## src/rtl/port_controller_pkg.sv

```systemverilog
// Shared constants for the port controller: port address map and status bit layout.
package port_controller_pkg;

    localparam logic [2:0] PORT_OUT0   = 3'd0;
    localparam logic [2:0] PORT_OUT1   = 3'd1;
    localparam logic [2:0] PORT_OUT2   = 3'd2;
    localparam logic [2:0] PORT_OUT3   = 3'd3;
    localparam logic [2:0] PORT_IN4    = 3'd4;
    localparam logic [2:0] PORT_IN5    = 3'd5;
    localparam logic [2:0] PORT_STATUS = 3'd6;
    localparam logic [2:0] PORT_STREAM = 3'd7;

    localparam int TX_FULL  = 3;
    localparam int TX_EMPTY = 2;
    localparam int RX_FULL  = 1;
    localparam int OVF      = 0;

endpackage

```

## src/rtl/port_controller_if.sv

```systemverilog
// Core strobes, port pins and the byte-stream handshakes of the port controller.
interface port_controller_if;
    import port_controller_pkg::*;

    logic [2:0] port_id;
    logic       port_read;
    logic       port_write;
    logic [3:0] wdata;
    logic [3:0] rdata;
    logic [3:0] out0;
    logic [3:0] out1;
    logic [3:0] out2;
    logic [3:0] out3;
    logic [3:0] in4;
    logic [3:0] in5;
    logic       tx_valid;
    logic [3:0] tx_data;
    logic       tx_ready;
    logic       rx_valid;
    logic [3:0] rx_data;
    logic       rx_ready;

    modport master (
        output port_id, port_read, port_write, wdata, in4, in5, tx_ready, rx_valid, rx_data,
        input  rdata, out0, out1, out2, out3, tx_valid, tx_data, rx_ready
    );

    modport slave (
        input  port_id, port_read, port_write, wdata, in4, in5, tx_ready, rx_valid, rx_data,
        output rdata, out0, out1, out2, out3, tx_valid, tx_data, rx_ready
    );

endinterface

```

## src/rtl/port_controller_fifo.sv

```systemverilog
// Synchronous FIFO with registered storage; a push into a full FIFO is accepted when a pop frees a slot in the same cycle.
module port_fifo #(
    parameter int DEPTH = 4,
    parameter int WIDTH = 4
) (
    input  logic             clk_i,
    input  logic             rst_ni,
    input  logic             push_i,
    input  logic             pop_i,
    input  logic [WIDTH-1:0] data_i,
    output logic [WIDTH-1:0] data_o,
    output logic             full_o,
    output logic             empty_o
);
    localparam int AW = $clog2(DEPTH);

    logic [DEPTH-1:0][WIDTH-1:0] mem_q;
    logic [AW-1:0]               wr_ptr_q, rd_ptr_q;
    logic [AW:0]                 count_q, count_d;
    logic                        do_push, do_pop;

    assign empty_o = (count_q == '0);
    assign full_o  = (count_q == (AW+1)'(DEPTH));
    assign do_pop  = pop_i && !empty_o;
    assign do_push = push_i && (!full_o || do_pop);
    assign data_o  = empty_o ? '0 : mem_q[rd_ptr_q];

    always_comb begin
        count_d = count_q;
        case ({do_push, do_pop})
            2'b10:   count_d = count_q + (AW+1)'(1);
            2'b01:   count_d = count_q - (AW+1)'(1);
            default: count_d = count_q;
        endcase
    end

    always_ff @(posedge clk_i or negedge rst_ni) begin
        if (!rst_ni) begin
            mem_q    <= '0;
            wr_ptr_q <= '0;
            rd_ptr_q <= '0;
            count_q  <= '0;
        end else begin
            if (do_push) begin
                mem_q[wr_ptr_q] <= data_i;
                wr_ptr_q        <= wr_ptr_q + AW'(1);
            end
            if (do_pop) rd_ptr_q <= rd_ptr_q + AW'(1);
            count_q <= count_d;
        end
    end

endmodule

```

## src/rtl/port_controller.sv

```systemverilog
// Decodes core port strobes into output latches, synchronized inputs, status and a TX FIFO / RX hold stream channel.
module port_controller
    import port_controller_pkg::*;
#(
    parameter int FIFO_DEPTH  = 4,
    parameter int SYNC_STAGES = 2
) (
    input logic              clock,
    input logic              reset,
    port_controller_if.slave bus
);
    logic [3:0][3:0]             out_q;
    logic [SYNC_STAGES-1:0][3:0] sync4_q, sync5_q;
    logic [3:0]                  hold_q, hold_d;
    logic                        rx_full_q, rx_full_d;
    logic                        ovf_q, ovf_d;
    logic                        tx_full, tx_empty, tx_pop, tx_push, ovf_evt;
    logic                        rd_stream, rd_status, wr_stream, rx_cap;
    logic [3:0]                  status;

    assign rd_stream = bus.port_read  && (bus.port_id == PORT_STREAM);
    assign rd_status = bus.port_read  && (bus.port_id == PORT_STATUS);
    assign wr_stream = bus.port_write && (bus.port_id == PORT_STREAM);

    assign tx_pop  = !tx_empty && bus.tx_ready;
    assign tx_push = wr_stream;
    // A same-cycle pop makes room, so only a truly blocked push counts as overflow.
    assign ovf_evt = wr_stream && tx_full && !tx_pop;
    assign rx_cap  = bus.rx_valid && !rx_full_q;

    port_fifo #(
        .DEPTH (FIFO_DEPTH),
        .WIDTH (4)
    ) u_tx_fifo (
        .clk_i   (clock),
        .rst_ni  (reset),
        .push_i  (tx_push),
        .pop_i   (tx_pop),
        .data_i  (bus.wdata),
        .data_o  (bus.tx_data),
        .full_o  (tx_full),
        .empty_o (tx_empty)
    );

    assign bus.tx_valid = !tx_empty;
    assign bus.rx_ready = !rx_full_q;
    assign bus.out0     = out_q[0];
    assign bus.out1     = out_q[1];
    assign bus.out2     = out_q[2];
    assign bus.out3     = out_q[3];

    always_comb begin
        status           = '0;
        status[TX_FULL]  = tx_full;
        status[TX_EMPTY] = tx_empty;
        status[RX_FULL]  = rx_full_q;
        status[OVF]      = ovf_q;
    end

    // Capture wins over a same-cycle read so data arriving into an empty hold is not lost.
    always_comb begin
        hold_d    = hold_q;
        rx_full_d = rx_full_q;
        ovf_d     = ovf_q;
        if (rx_cap) begin
            hold_d    = bus.rx_data;
            rx_full_d = 1'b1;
        end else if (rd_stream) begin
            rx_full_d = 1'b0;
        end
        if (ovf_evt)        ovf_d = 1'b1;
        else if (rd_status) ovf_d = 1'b0;
    end

    always_comb begin
        bus.rdata = '0;
        case (bus.port_id)
            PORT_OUT0, PORT_OUT1,
            PORT_OUT2, PORT_OUT3: bus.rdata = out_q[bus.port_id[1:0]];
            PORT_IN4:             bus.rdata = sync4_q[SYNC_STAGES-1];
            PORT_IN5:             bus.rdata = sync5_q[SYNC_STAGES-1];
            PORT_STATUS:          bus.rdata = status;
            PORT_STREAM:          bus.rdata = rx_full_q ? hold_q : 4'h0;
            default:              bus.rdata = '0;
        endcase
    end

    always_ff @(posedge clock or negedge reset) begin
        if (!reset) begin
            out_q     <= '0;
            sync4_q   <= '0;
            sync5_q   <= '0;
            hold_q    <= '0;
            rx_full_q <= 1'b0;
            ovf_q     <= 1'b0;
        end else begin
            sync4_q   <= {sync4_q[SYNC_STAGES-2:0], bus.in4};
            sync5_q   <= {sync5_q[SYNC_STAGES-2:0], bus.in5};
            if (bus.port_write && !bus.port_id[2]) out_q[bus.port_id[1:0]] <= bus.wdata;
            hold_q    <= hold_d;
            rx_full_q <= rx_full_d;
            ovf_q     <= ovf_d;
        end
    end

endmodule

```

## src/flat_wrapper.sv

```systemverilog
// flat-port wrapper written by rule: the top's interface ports become plain ports
module port_controller_flat import port_controller_pkg::*;
#(
    parameter int FIFO_DEPTH  = 4,
    parameter int SYNC_STAGES = 2
)
  (clock, reset, bus_port_id, bus_port_read, bus_port_write, bus_wdata, bus_in4, bus_in5, bus_tx_ready, bus_rx_valid, bus_rx_data, bus_rdata, bus_out0, bus_out1, bus_out2, bus_out3, bus_tx_valid, bus_tx_data, bus_rx_ready);
  port_controller_if bus_i ();
  input logic clock;
  input logic reset;
  input wire logic [$bits(bus_i.port_id)-1:0] bus_port_id;
  input wire logic [$bits(bus_i.port_read)-1:0] bus_port_read;
  input wire logic [$bits(bus_i.port_write)-1:0] bus_port_write;
  input wire logic [$bits(bus_i.wdata)-1:0] bus_wdata;
  input wire logic [$bits(bus_i.in4)-1:0] bus_in4;
  input wire logic [$bits(bus_i.in5)-1:0] bus_in5;
  input wire logic [$bits(bus_i.tx_ready)-1:0] bus_tx_ready;
  input wire logic [$bits(bus_i.rx_valid)-1:0] bus_rx_valid;
  input wire logic [$bits(bus_i.rx_data)-1:0] bus_rx_data;
  output wire logic [$bits(bus_i.rdata)-1:0] bus_rdata;
  output wire logic [$bits(bus_i.out0)-1:0] bus_out0;
  output wire logic [$bits(bus_i.out1)-1:0] bus_out1;
  output wire logic [$bits(bus_i.out2)-1:0] bus_out2;
  output wire logic [$bits(bus_i.out3)-1:0] bus_out3;
  output wire logic [$bits(bus_i.tx_valid)-1:0] bus_tx_valid;
  output wire logic [$bits(bus_i.tx_data)-1:0] bus_tx_data;
  output wire logic [$bits(bus_i.rx_ready)-1:0] bus_rx_ready;
  assign bus_i.port_id = bus_port_id;
  assign bus_i.port_read = bus_port_read;
  assign bus_i.port_write = bus_port_write;
  assign bus_i.wdata = bus_wdata;
  assign bus_i.in4 = bus_in4;
  assign bus_i.in5 = bus_in5;
  assign bus_i.tx_ready = bus_tx_ready;
  assign bus_i.rx_valid = bus_rx_valid;
  assign bus_i.rx_data = bus_rx_data;
  assign bus_rdata = bus_i.rdata;
  assign bus_out0 = bus_i.out0;
  assign bus_out1 = bus_i.out1;
  assign bus_out2 = bus_i.out2;
  assign bus_out3 = bus_i.out3;
  assign bus_tx_valid = bus_i.tx_valid;
  assign bus_tx_data = bus_i.tx_data;
  assign bus_rx_ready = bus_i.rx_ready;
  port_controller #(.FIFO_DEPTH(FIFO_DEPTH), .SYNC_STAGES(SYNC_STAGES)) u_core (.clock(clock), .reset(reset), .bus(bus_i));
endmodule
```

## config.mk

```make
export PLATFORM = sky130hd
export DESIGN_NAME = port_controller_flat
export DESIGN_NICKNAME = d
export VERILOG_FILES = /design/src/rtl/port_controller_pkg.sv /design/src/rtl/port_controller_if.sv /design/src/rtl/port_controller_fifo.sv /design/src/rtl/port_controller.sv /design/src/flat_wrapper.sv
export SDC_FILE = /design/constraint.sdc
export NUM_CORES = 1
export LEC_CHECK = 0
export BUFFER_PORTS_ARGS = -buffer_cell sky130_fd_sc_hd__buf_2
export CAP_MARGIN = 0
export CORE_MARGIN = 2
export CORE_UTILIZATION = 59
export CTS_CLUSTER_DIAMETER = 150
export CTS_CLUSTER_SIZE = 25
export DETAILED_ROUTE_END_ITERATION = 10
export MAX_ROUTING_LAYER = met4
export PLACE_DENSITY = 0.89
export RECOVER_POWER = 50
export SLEW_MARGIN = 25
export SYNTH_ARGS = -nofsm -noshare
export SYNTH_HDL_FRONTEND = slang
export SYNTH_HIERARCHICAL = 1
export SYNTH_SLANG_ARGS = --single-unit
```

## constraint.sdc

```tcl
create_clock -name clock -period 8.4 [get_ports clock]
set_clock_uncertainty 0.2 [all_clocks]
set_input_delay 1.68 -clock clock [delete_from_list [all_inputs] [get_ports clock]]
set_output_delay 1.68 -clock clock [all_outputs]
set_load 0.05 [all_outputs]
```

=== Yosys cells after proc, flatten, opt, wreduce, memory -nomap -nowiden ===
Cells that the tools add are included.

* Magnitude comparators: 5
* Reductions and logical operators: 24
* Muxes and demuxes: 18
* Eq/ne operators: 10
* Add/sub/neg operators: 4

{| class="wikitable"
|+ Operators with widths
! cell !! count
|-
| bitwise mux 16 bit || 2
|-
| 2-to-1 mux 4 bit || 6
|-
| case mux 4 bit (5 select lines) || 1
|-
| binary-select mux 4 bit (select 2 bit) || 2
|-
| demux 4 bit (select 2 bit) || 2
|-
| == test 3 bit, second input constant || 5
|-
| logical AND 1 bit || 12
|-
| < comparator 2 x 3 -> 1 bit, second input constant || 3
|-
| == test 3 x 2 -> 1 bit, second input constant || 2
|-
| logical NOT 3 bit || 2
|-
| case mux 3 bit (2 select lines) || 1
|-
| nonzero test 2 bit || 3
|-
| logical NOT 1 bit || 5
|-
| adder 2 x 1 -> 2 bit, second input constant || 2
|-
| >= comparator 2 x 1 -> 1 bit, second input constant || 2
|-
| 2-to-1 mux 1 bit || 4
|-
| OR reduction 4 bit || 1
|-
| adder 3 x 1 -> 3 bit, second input constant || 1
|-
| == test 3 x 1 -> 1 bit, second input constant || 1
|-
| subtractor 3 x 1 -> 3 bit, second input constant || 1
|-
| == test 2 x 1 -> 1 bit, second input constant || 1
|-
| == test 2 bit, second input constant || 1
|-
| logical OR 1 bit || 1
|}

* Bits in registers: 61
* Input bits: 25

=== Longest topological paths before layout ===
Gate-level depths: netlist of the first run.

* Word-level depth: 8
* Depth in mapped cells: 11

=== Cells and area by module ===
The synthesis of the first run kept the hierarchy.

{| class="wikitable"
|+ Modules (own cells, without submodules)
! module !! cells each !! area an instance (um^2) !! sequential area each (um^2) !! times used
|-
| port_controller || 103 || 1610.3 || 950.9 || 1
|-
| port_fifo || 83 || 1143.6 || 575.6 || 1
|}

=== Least setup slack after synthesis of the first run ===
No wires, ideal clock.

* Path kind: input port to output port
* Start: input port bus_port_id[0]
* End: output port bus_rdata[1]
* Stages: 6
* Path buffers: 2
* Arrival: 2.911 ns
* Path slack: 3.609 ns
* Cells stage by stage: buf_6 -> buf_6 -> mux2i_1 -> nor2_1 -> a31oi_1 -> o21ai_1

* Cells in the longest elaborated chain, start to end: 3
* Elaborated cells between the ends (all ways): 12
* Classes of those cells: eq/ne (7); mux (3); reduce/logical (2)

{| class="wikitable"
|+ RTL lines
! item !! line !! text
|-
| start: declaration || flat_wrapper.sv:11 || <nowiki>input wire logic [$bits(bus_i.port_id)-1:0] bus_port_id;</nowiki>
|-
| == test 3 x 1 -> 1 bit, or another cell as far along || port_controller.sv:77 || <nowiki>case (bus.port_id)</nowiki>
|-
| OR reduction 4 bit / 2-to-1 mux 4 bit (equally long branches) || port_controller.sv:77, port_controller.sv:79 ||
|-
| case mux 4 bit (5 select lines) * || port_controller.sv:77 ||
|-
| end: declaration || flat_wrapper.sv:20 || <nowiki>output wire logic [$bits(bus_i.rdata)-1:0] bus_rdata;</nowiki>
|}

Every way passes the cells marked *; elsewhere a longest branch is shown, timed or not. The select of a mux whose other input is x is not followed.

=== Worst setup path after layout of the first run ===
* Start: input port bus_port_id[0]
* End: output port bus_rdata[0]

The elaborated chain is that of the path after synthesis.

==> results.md, run 1 <==
| Quantity | Reported |
|:---|:---|
| Cells on worst reg2reg path | 11 |
| Average routed wire per standard cell | 18.5 µm |
| Remaining max-slew budget at the tightest pin | -1.10 |
| DR vias/cell | 5.86 |
| RSZ-0062 raised after global routing | false |
| Status | finished with violations |
| # resized after CTS | 0 |
| Sequential area share after synthesis | 0.554 |
| Count of endpoints failing hold in the final timing report | 0 |
| Fin nets | 274 |
| Width of the die | 72.3 µm |
| Hold Path Depth | 0 |
| Initial antenna violation count | 0 |
| Max_cap viols | 1 |
| Number of hold buffers added after CTS | 0 |
| Most instantiated library cell after synthesis | dfrtp_1 |
| Placed instance count | 284 |
| Count of final max-slew check failures | 62 |
| Number of sinks on the clock net | 61 |
| Placement Cell Area | 0.00303 mm² |
| Post-CTS setup buffer count | 0 |
| DR DRC count | 0 |
| Number of buffers inserted during clock tree synthesis | 9 |
| Overall power after layout | 1.16 mW |
| Fraction of layout cells with a size suffix above 1 | 0.448 |
| Failing checks | capacitance limit, slew limit |
| Main area contributors after synthesis | dfrtp_1 (55%), mux2_2 (13%), mux4_2 (8.2%) |
| Slew at the pin with the worst max-slew slack | 3.15 ns |
| Mean area per synthesized cell | 14.8 µm² |
| Share of the clock period used by the worst path after layout | 0.597 |
| Maximum number of pins on one net before global-route repair | 62 |
| Worst-path clk slew | 0.06 ns |
| I/O pin total | 51 |
| Syn nets | 217 |
| Number of synthesized flops with an enable pin | 0 |
| Via Count | 1757 |
| Required time at the worst-slack endpoint | 6.52 ns |
| R2R Setup Slk | 5.26 ns |
| Distinct cell type count after synthesis | 34 |
| Cell accounting for the most synthesized area | dfrtp_1 |
| Crit path capture type | output port |
| Die outline area | 0.00523 mm² |
| Count of routing violations after the opening detailed-route iteration | 224 |
| Cell Area, Synth | 0.00275 mm² |
| Static Leakage | 1.55 nW |
| Number of antenna cells inserted | 0 |
| Critical register-to-register path endpoint | u_core/u_tx_fifo/count_q[2] |
| Power per cell area | 355 mW/mm² |
| CTS H-tree depth | 3 |
| Main synth FF type | dfrtp_1 |
| Crit Path Max Fanout | 17 |
| Critical path origin | bus_port_id[0] |
| Critical path arrival | 3.13 ns |
| Critical setup path kind | in -> out |
| Height of the die | 72.3 µm |
| Pre-antenna DRT Iters | 4 |
| Wire length of the first global-routing pass | 9.13 mm |
| Worst Setup EP | bus_rdata[0] |
| Class of the worst hold path | reg -> reg |
| Startpoint of the worst-slack reg-to-reg timing path | u_core/u_tx_fifo/count_q[0] |
| Post-synthesis async set-or-reset flop share | 1.00 |
| Leading post-synthesis cells by instance count | dfrtp_1 (61), mux2_2 (31), mux4_2 (10), nor2_1 (10), inv_1 (9) |
| Yosys synthesis warning count | 6 |
| Congestion Overflow GR | 0 |
| Total detailed-routing wirelength | 5.56 mm |
| Site Rows | 24 |
| Number of instances in the synthesized netlist | 186 |
| Final antenna-violating net count | 0 |
| GRT Util Overall | 0.250 |
| Layout filler cell count | 258 |
| Final period demand of the worst path | 5.01 ns |
| Area growth syn-to-layout | 18.8% |
| Post-Route Setup TNS | 0 ns |
| Final core utilization | 0.741 |
| Cell Count, Final, Fillers Out | 300 |
| Core region area | 0.00441 mm² |
| Maximum number of buffers from clock root to sink | 2 |
| Estimated wirelength of the detail-placed design | 3.69 mm |
| Highest ir drop seen on vdd | 157 µV |
| Area fraction of the dominant cell type after synthesis | 0.554 |
| FMAX | 0.199 GHz |
| TritonCTS clock tree | done |
| Total of flip-flops plus latches after synthesis | 61 |
| Clock latency of the later-clocked register in the worst-skew pair | 0.33 ns |
| Number of global-route vias before repair | 1765 |
| Count of port buffers added during placement | 50 |
| Count of final setup violators | 0 |
| Final Instance Area | 0.00327 mm² |
| Placer congestion estimate | 0.822 |
| CTS Root Cell | clkbuf_8 |
| Critical path startpoint category | input port |
| Initial Util | 0.624 |
## cell families (layout without fill, tap and decap cells)
kind of cell               count (synthesis)  in the layout  synth area share
adders and majority gates                  6              6            0.0300
DFF                                       61             61             0.554
and+or+nand+nor                           39             39            0.0941
xor gates and xnor gates                   6              6            0.0191
AOI/OAI and AO/OA                          7              7            0.0173
muxes                                     53             53             0.258
buffers and inverters                     14             76            0.0277
## worst min-delay path by stage
stage / from / endpoint / slack, ns
floorplan: u_core/sync4_q[0] / u_core/sync4_q[4] / 0.13
global placement: u_core/sync4_q[1] / u_core/sync4_q[5] / 0.13
detailed placement: u_core/sync4_q[2] / u_core/sync4_q[6] / 0.13
CTS: u_core/sync4_q[0] / u_core/sync4_q[4] / 0.15
global route: u_core/sync4_q[0] / u_core/sync4_q[4] / 0.16
finish: u_core/sync4_q[2] / u_core/sync4_q[6] / 0.15
## metal layers
layer / up-vias / part of all wire / global-route usage / routed length (µm)
met5: - / 0 / - / 0
met4: 0 / 0.015 / 0.105 / 85
met3: 10 / 0.077 / 0.0889 / 429
met2: 81 / 0.47 / 0.343 / 2590
met1: 891 / 0.44 / 0.341 / 2450
li1: 775 / - / - / -
## flip-flops by register name, summed over array words and instances (netlist names)
signal	flops
u_core/rx_full_q	1
u_core/sync4_q	8
u_core/u_tx_fifo/rd_ptr_q	2
u_core/bus.out1	4
u_core/bus.out3	4
u_core/sync5_q	8
u_core/bus.out2	4
u_core/bus.out0	4
u_core/u_tx_fifo/mem_q	16
u_core/u_tx_fifo/wr_ptr_q	2
u_core/hold_q	4
u_core/ovf_q	1
u_core/u_tx_fifo/count_q	3
## worst max-delay path, cell delays in order
cell and delay (ns):
buf_2 0.37, mux4_2 0.57, mux2_2 0.29, buf_2 0.22
## through the flow
step           worst slack (ns)  hold slack (ns)
2_1_floorplan              3.61            0.131
3_3_place_gp               3.43            0.132
3_5_place_dp               3.41            0.135
4_1_cts                    3.39            0.149
5_1_grt                    3.15            0.156
6_report                   3.39            0.147
## power breakdown
group          total (mW)  switching [mW]  internal (mW)
sequential          0.441          0.0673          0.374
combinational       0.407           0.247          0.161
clock               0.312           0.107          0.205
total                1.16           0.421          0.739
## layout make-up
cell class | instances | area [µm²] | area share
clock buffers | 12 | 145 | 0.0444
clock inverters | 4 | 95.1 | 0.0291
inverters | 9 | 33.8 | 0.0103
multi-input cells | 111 | 1150 | 0.352
flip-flops and latches | 61 | 1530 | 0.467
well taps | 52 | 65.1 | 0.0199
repair buffers | 51 | 254 | 0.0777
## cells in the final DEF, fill, tap and decap left out, types with 2 or more instances in the layout
| cell | instances |
|---|---|
| nor2b_1 | 2 |
| clkbuf_8 | 10 |
| xnor2_1 | 3 |
| a21oi_1 | 2 |
| clkbuf_1 | 3 |
| nand2_1 | 7 |
| and2_1 | 7 |
| inv_1 | 9 |
| mux2i_1 | 3 |
| mux2_1 | 8 |
| xor2_1 | 3 |
| bufinv_16 | 3 |
| ha_1 | 5 |
| mux4_2 | 10 |
| nor4b_4 | 2 |
| nand3_1 | 3 |
| buf_2 | 50 |
| mux2_2 | 31 |
| nor2_1 | 10 |
| dfrtp_1 | 61 |
(Power assumes the default switching activity.)
==> inputs of run 2 (changes only) <==
--- a/config.mk
+++ b/config.mk
@@ -8,12 +8,12 @@
 export BUFFER_PORTS_ARGS = -buffer_cell sky130_fd_sc_hd__buf_2
 export CAP_MARGIN = 0
 export CORE_MARGIN = 2
-export CORE_UTILIZATION = 59
+export CORE_UTILIZATION = 55
 export CTS_CLUSTER_DIAMETER = 150
 export CTS_CLUSTER_SIZE = 25
 export DETAILED_ROUTE_END_ITERATION = 10
 export MAX_ROUTING_LAYER = met4
-export PLACE_DENSITY = 0.89
+export PLACE_DENSITY = 0.84
 export RECOVER_POWER = 50
 export SLEW_MARGIN = 25
 export SYNTH_ARGS = -nofsm -noshare
==> constraint.sdc (replaced) <==
create_clock -name clock -period 5 [get_ports clock]
set_clock_uncertainty 0.2 [all_clocks]
set_input_delay 1 -clock clock [delete_from_list [all_inputs] [get_ports clock]]
set_output_delay 1 -clock clock [all_outputs]
set_load 0.05 [all_outputs]
==> run 2 against run 1 <==
The flow now finishes without violations. Cell count increased by 5.0%. Flip-flop and latch count unchanged. Design area up 1.2%. Sequential share of layout area is 0.56 points lower. Critical path type unchanged.
==> results.md, run 2 (same netlist as run 1, synthesis figures left out) <==
| Quantity | Reported | Change |
|:---|:---|:---|
| Met3 Wirelength | 318 µm | -26% |
| Average routed wire per standard cell | 17.6 µm | -5.3% |
| I/O pin total | 51 | unchanged |
| Number of antenna cells inserted | 0 | unchanged |
| TritonCTS clock tree | done |  |
| Highest layer used for signal routing | met4 |  |
| Crit path capture type | output port |  |
| Congestion Overflow GR | 0 | unchanged |
| Remaining max-slew budget at the tightest pin | 0.507 | +1.61 |
| Met2 layer wire length in the routed design | 2.54 mm | -1.8% |
| Count of final max-slew check failures | 0 | -100% |
| Register bank with the most flops | u_core/u_tx_fifo/mem_q |  |
| Highest ir drop seen on vdd | 370 µV | +140% |
| Flip-flop count of the largest register after layout | 16 | unchanged |
| Startpoint of the worst-slack reg-to-reg timing path | u_core/u_tx_fifo/count_q[0] |  |
| Maximum number of buffers from clock root to sink | 2 | unchanged |
| Top library cells by usage in the layout, fill and taps aside | dfrtp_1 (61), buf_2 (50), mux2_2 (31) |  |
| Estimated wirelength of the detail-placed design | 3.64 mm | -1.3% |
| Hold Path Depth | 0 | unchanged |
| Initial antenna violation count | 0 | unchanged |
| Count of port buffers added during placement | 50 | unchanged |
| Share of the clock period used by the worst path after layout | 0.728 |  |
| Final antenna-violating net count | 0 | unchanged |
| Final Instance Area | 0.00331 mm² | +1.2% |
| Max_cap viols | 0 | -1 |
| Height of the die | 74.8 µm | +3.4% |
| Number of hold buffers added after CTS | 0 | unchanged |
| Crit Path Max Fanout | 17 | unchanged |
| Most common cell after layout, fill and taps aside | dfrtp_1 |  |
| Sink of the worst hold path | u_core/sync5_q[6] |  |
| Total detailed-routing wirelength | 5.53 mm | -0.54% |
| Number of global-route vias before repair | 1735 | -1.7% |
| Critical register-to-register path endpoint | u_core/u_tx_fifo/count_q[2] |  |
| Post-Route Setup TNS | 0 ns | unchanged |
| Count of final setup violators | 0 | unchanged |
| Via Count | 1691 | -3.8% |
| Required time at the worst-slack endpoint | 3.80 ns | -2.72 ns |
| Ordered list of cells on the worst path | buf_2, mux4_2, mux2_2, buf_2 |  |
| Clock latency of the later-clocked register in the worst-skew pair | 0.34 ns | about the same |
| Core region area | 0.00479 mm² | +8.4% |
| Critical path origin | bus_port_id[0] |  |
| Area growth syn-to-layout | 20.2% |  |
| Class of the worst hold path | reg -> reg |  |
| Largest registers | u_core/u_tx_fifo/mem_q: 16 flops, u_core/sync4_q: 8 flops, u_core/sync5_q: 8 flops |  |
| FMAX | 0.275 GHz |  |
| M1 wire length | 2.55 mm | +4.0% |
| DR vias/cell | 5.37 | -8.3% |
| Slew at the pin with the worst max-slew slack | 0.739 ns | -2.41 ns |
| # resized after CTS | 0 | unchanged |
| Static Leakage | 1.56 nW | +0.57% |
| Origin of the worst min-delay path | u_core/sync5_q[2] |  |
| R2R Setup Slk | 1.90 ns | -3.36 ns |
| Placer congestion estimate | 0.841 | +2.3% |
| RSZ-0062 raised after global routing | false |  |
| CTS H-tree depth | 3 | unchanged |
| Slowest Stage Delay on Critical Path | 0.58 ns | about the same |
| Cells on worst reg2reg path | 11 | unchanged |
| Fraction of layout cells with a size suffix above 1 | 0.460 | +0.0121 |
| Post-CTS setup buffer count | 0 | unchanged |
| Pre-antenna DRT Iters | 4 | unchanged |
| Width of the die | 74.8 µm | +3.4% |
| Number of sinks on the clock net | 61 | unchanged |
| Number of buffers inserted during clock tree synthesis | 9 | unchanged |
| Critical path startpoint category | input port |  |
| Critical setup path kind | in -> out |  |
| Maximum number of pins on one net before global-route repair | 62 | unchanged |
| Site Rows | 25 | +4.2% |
| CTS Root Cell | clkbuf_8 |  |
| Count of routing violations after the opening detailed-route iteration | 87 | -61% |
| Critical path arrival | 2.44 ns | -0.69 ns |
| Layout filler cell count | 340 | +32% |
| Die outline area | 0.00559 mm² | +6.9% |
| DR DRC count | 0 | unchanged |
| Status | finished clean |  |
| CP max stage cell | mux4_2 |  |
| Final period demand of the worst path | 3.64 ns |  |
| Fin nets | 274 | unchanged |
| Wire length of the first global-routing pass | 9.11 mm | -0.22% |
| Top cell by count, worst path | buf_2 |  |
| Placement Cell Area | 0.00305 mm² | +0.62% |
| Hold slack final | 0.149 ns | +0.00166 ns |
| Worst-path clk slew | 0.07 ns | about the same |
| Initial Util | 0.575 | -0.0484 |
| Power per cell area | 599 mW/mm² | +69% |
| Count of endpoints failing hold in the final timing report | 0 | unchanged |
| GRT Util Overall | 0.240 | -0.0104 |
run 2: cell types whose count changed in the layout (fill, tap and decap cells not counted), sizes merged:
| cell | delta |
|---|---|
| clkbuf | -2 |
| buf | +1 |
| clkinvlp | +1 |
run 2: worst max-delay path: cells and delay by family:
family	cells	cell delay, ns
buffers and inverters	2	0.57
multiplexers	2	0.86
run 2: layout make-up:
| cell class | instances | area (µm²) | area share |
|---|---|---|---|
| tap | 67 | 83.8 | 0.0253 |
| sequential | 61 | 1530 | 0.461 |
| multi-input combinational | 111 | 1150 | 0.348 |
| clock inverter | 5 | 106 | 0.0321 |
| timing repair buffer | 51 | 258 | 0.0779 |
| clock buffer | 11 | 151 | 0.0457 |
| inverter | 9 | 33.8 | 0.0102 |
run 2: worst max-delay path by stage:
stage | slack, ns | end
after floorplan | 1.57 | bus_rdata[1]
after global placement | 1.39 | bus_rdata[3]
after detailed placement | 1.37 | bus_rdata[3]
after CTS | 1.35 | bus_rdata[2]
after global routing | 1.28 | bus_rdata[2]
final | 1.36 | bus_rdata[2]
run 2: routing by layer:
| layer | up-vias | track usage |
|---|---|---|
| li1 | 777 | - |
| met5 | - | - |
| met3 | 14 | 0.0683 |
| met2 | 49 | 0.339 |
| met1 | 851 | 0.327 |
| met4 | 0 | 0.101 |
run 2: where the power goes:
group	internal, mW	switching (mW)	total, mW
clock network	0.359	0.199	0.558
registers	0.627	0.117	0.744
logic	0.271	0.411	0.682
run 2: stage by stage:
stage / utilization / setup slack, ns / std cells / total power [mW]
CTS: 0.692 / 1.35 / 315 / 1.99
detailed placement: 0.638 / 1.37 / 299 / 1.42
finish: 0.692 / 1.36 / 315 / 1.98
global route: 0.692 / 1.28 / 315 / 2.08
floorplan: - / 1.57 / 186 / 1.26
global placement: 0.638 / 1.39 / 299 / 1.40
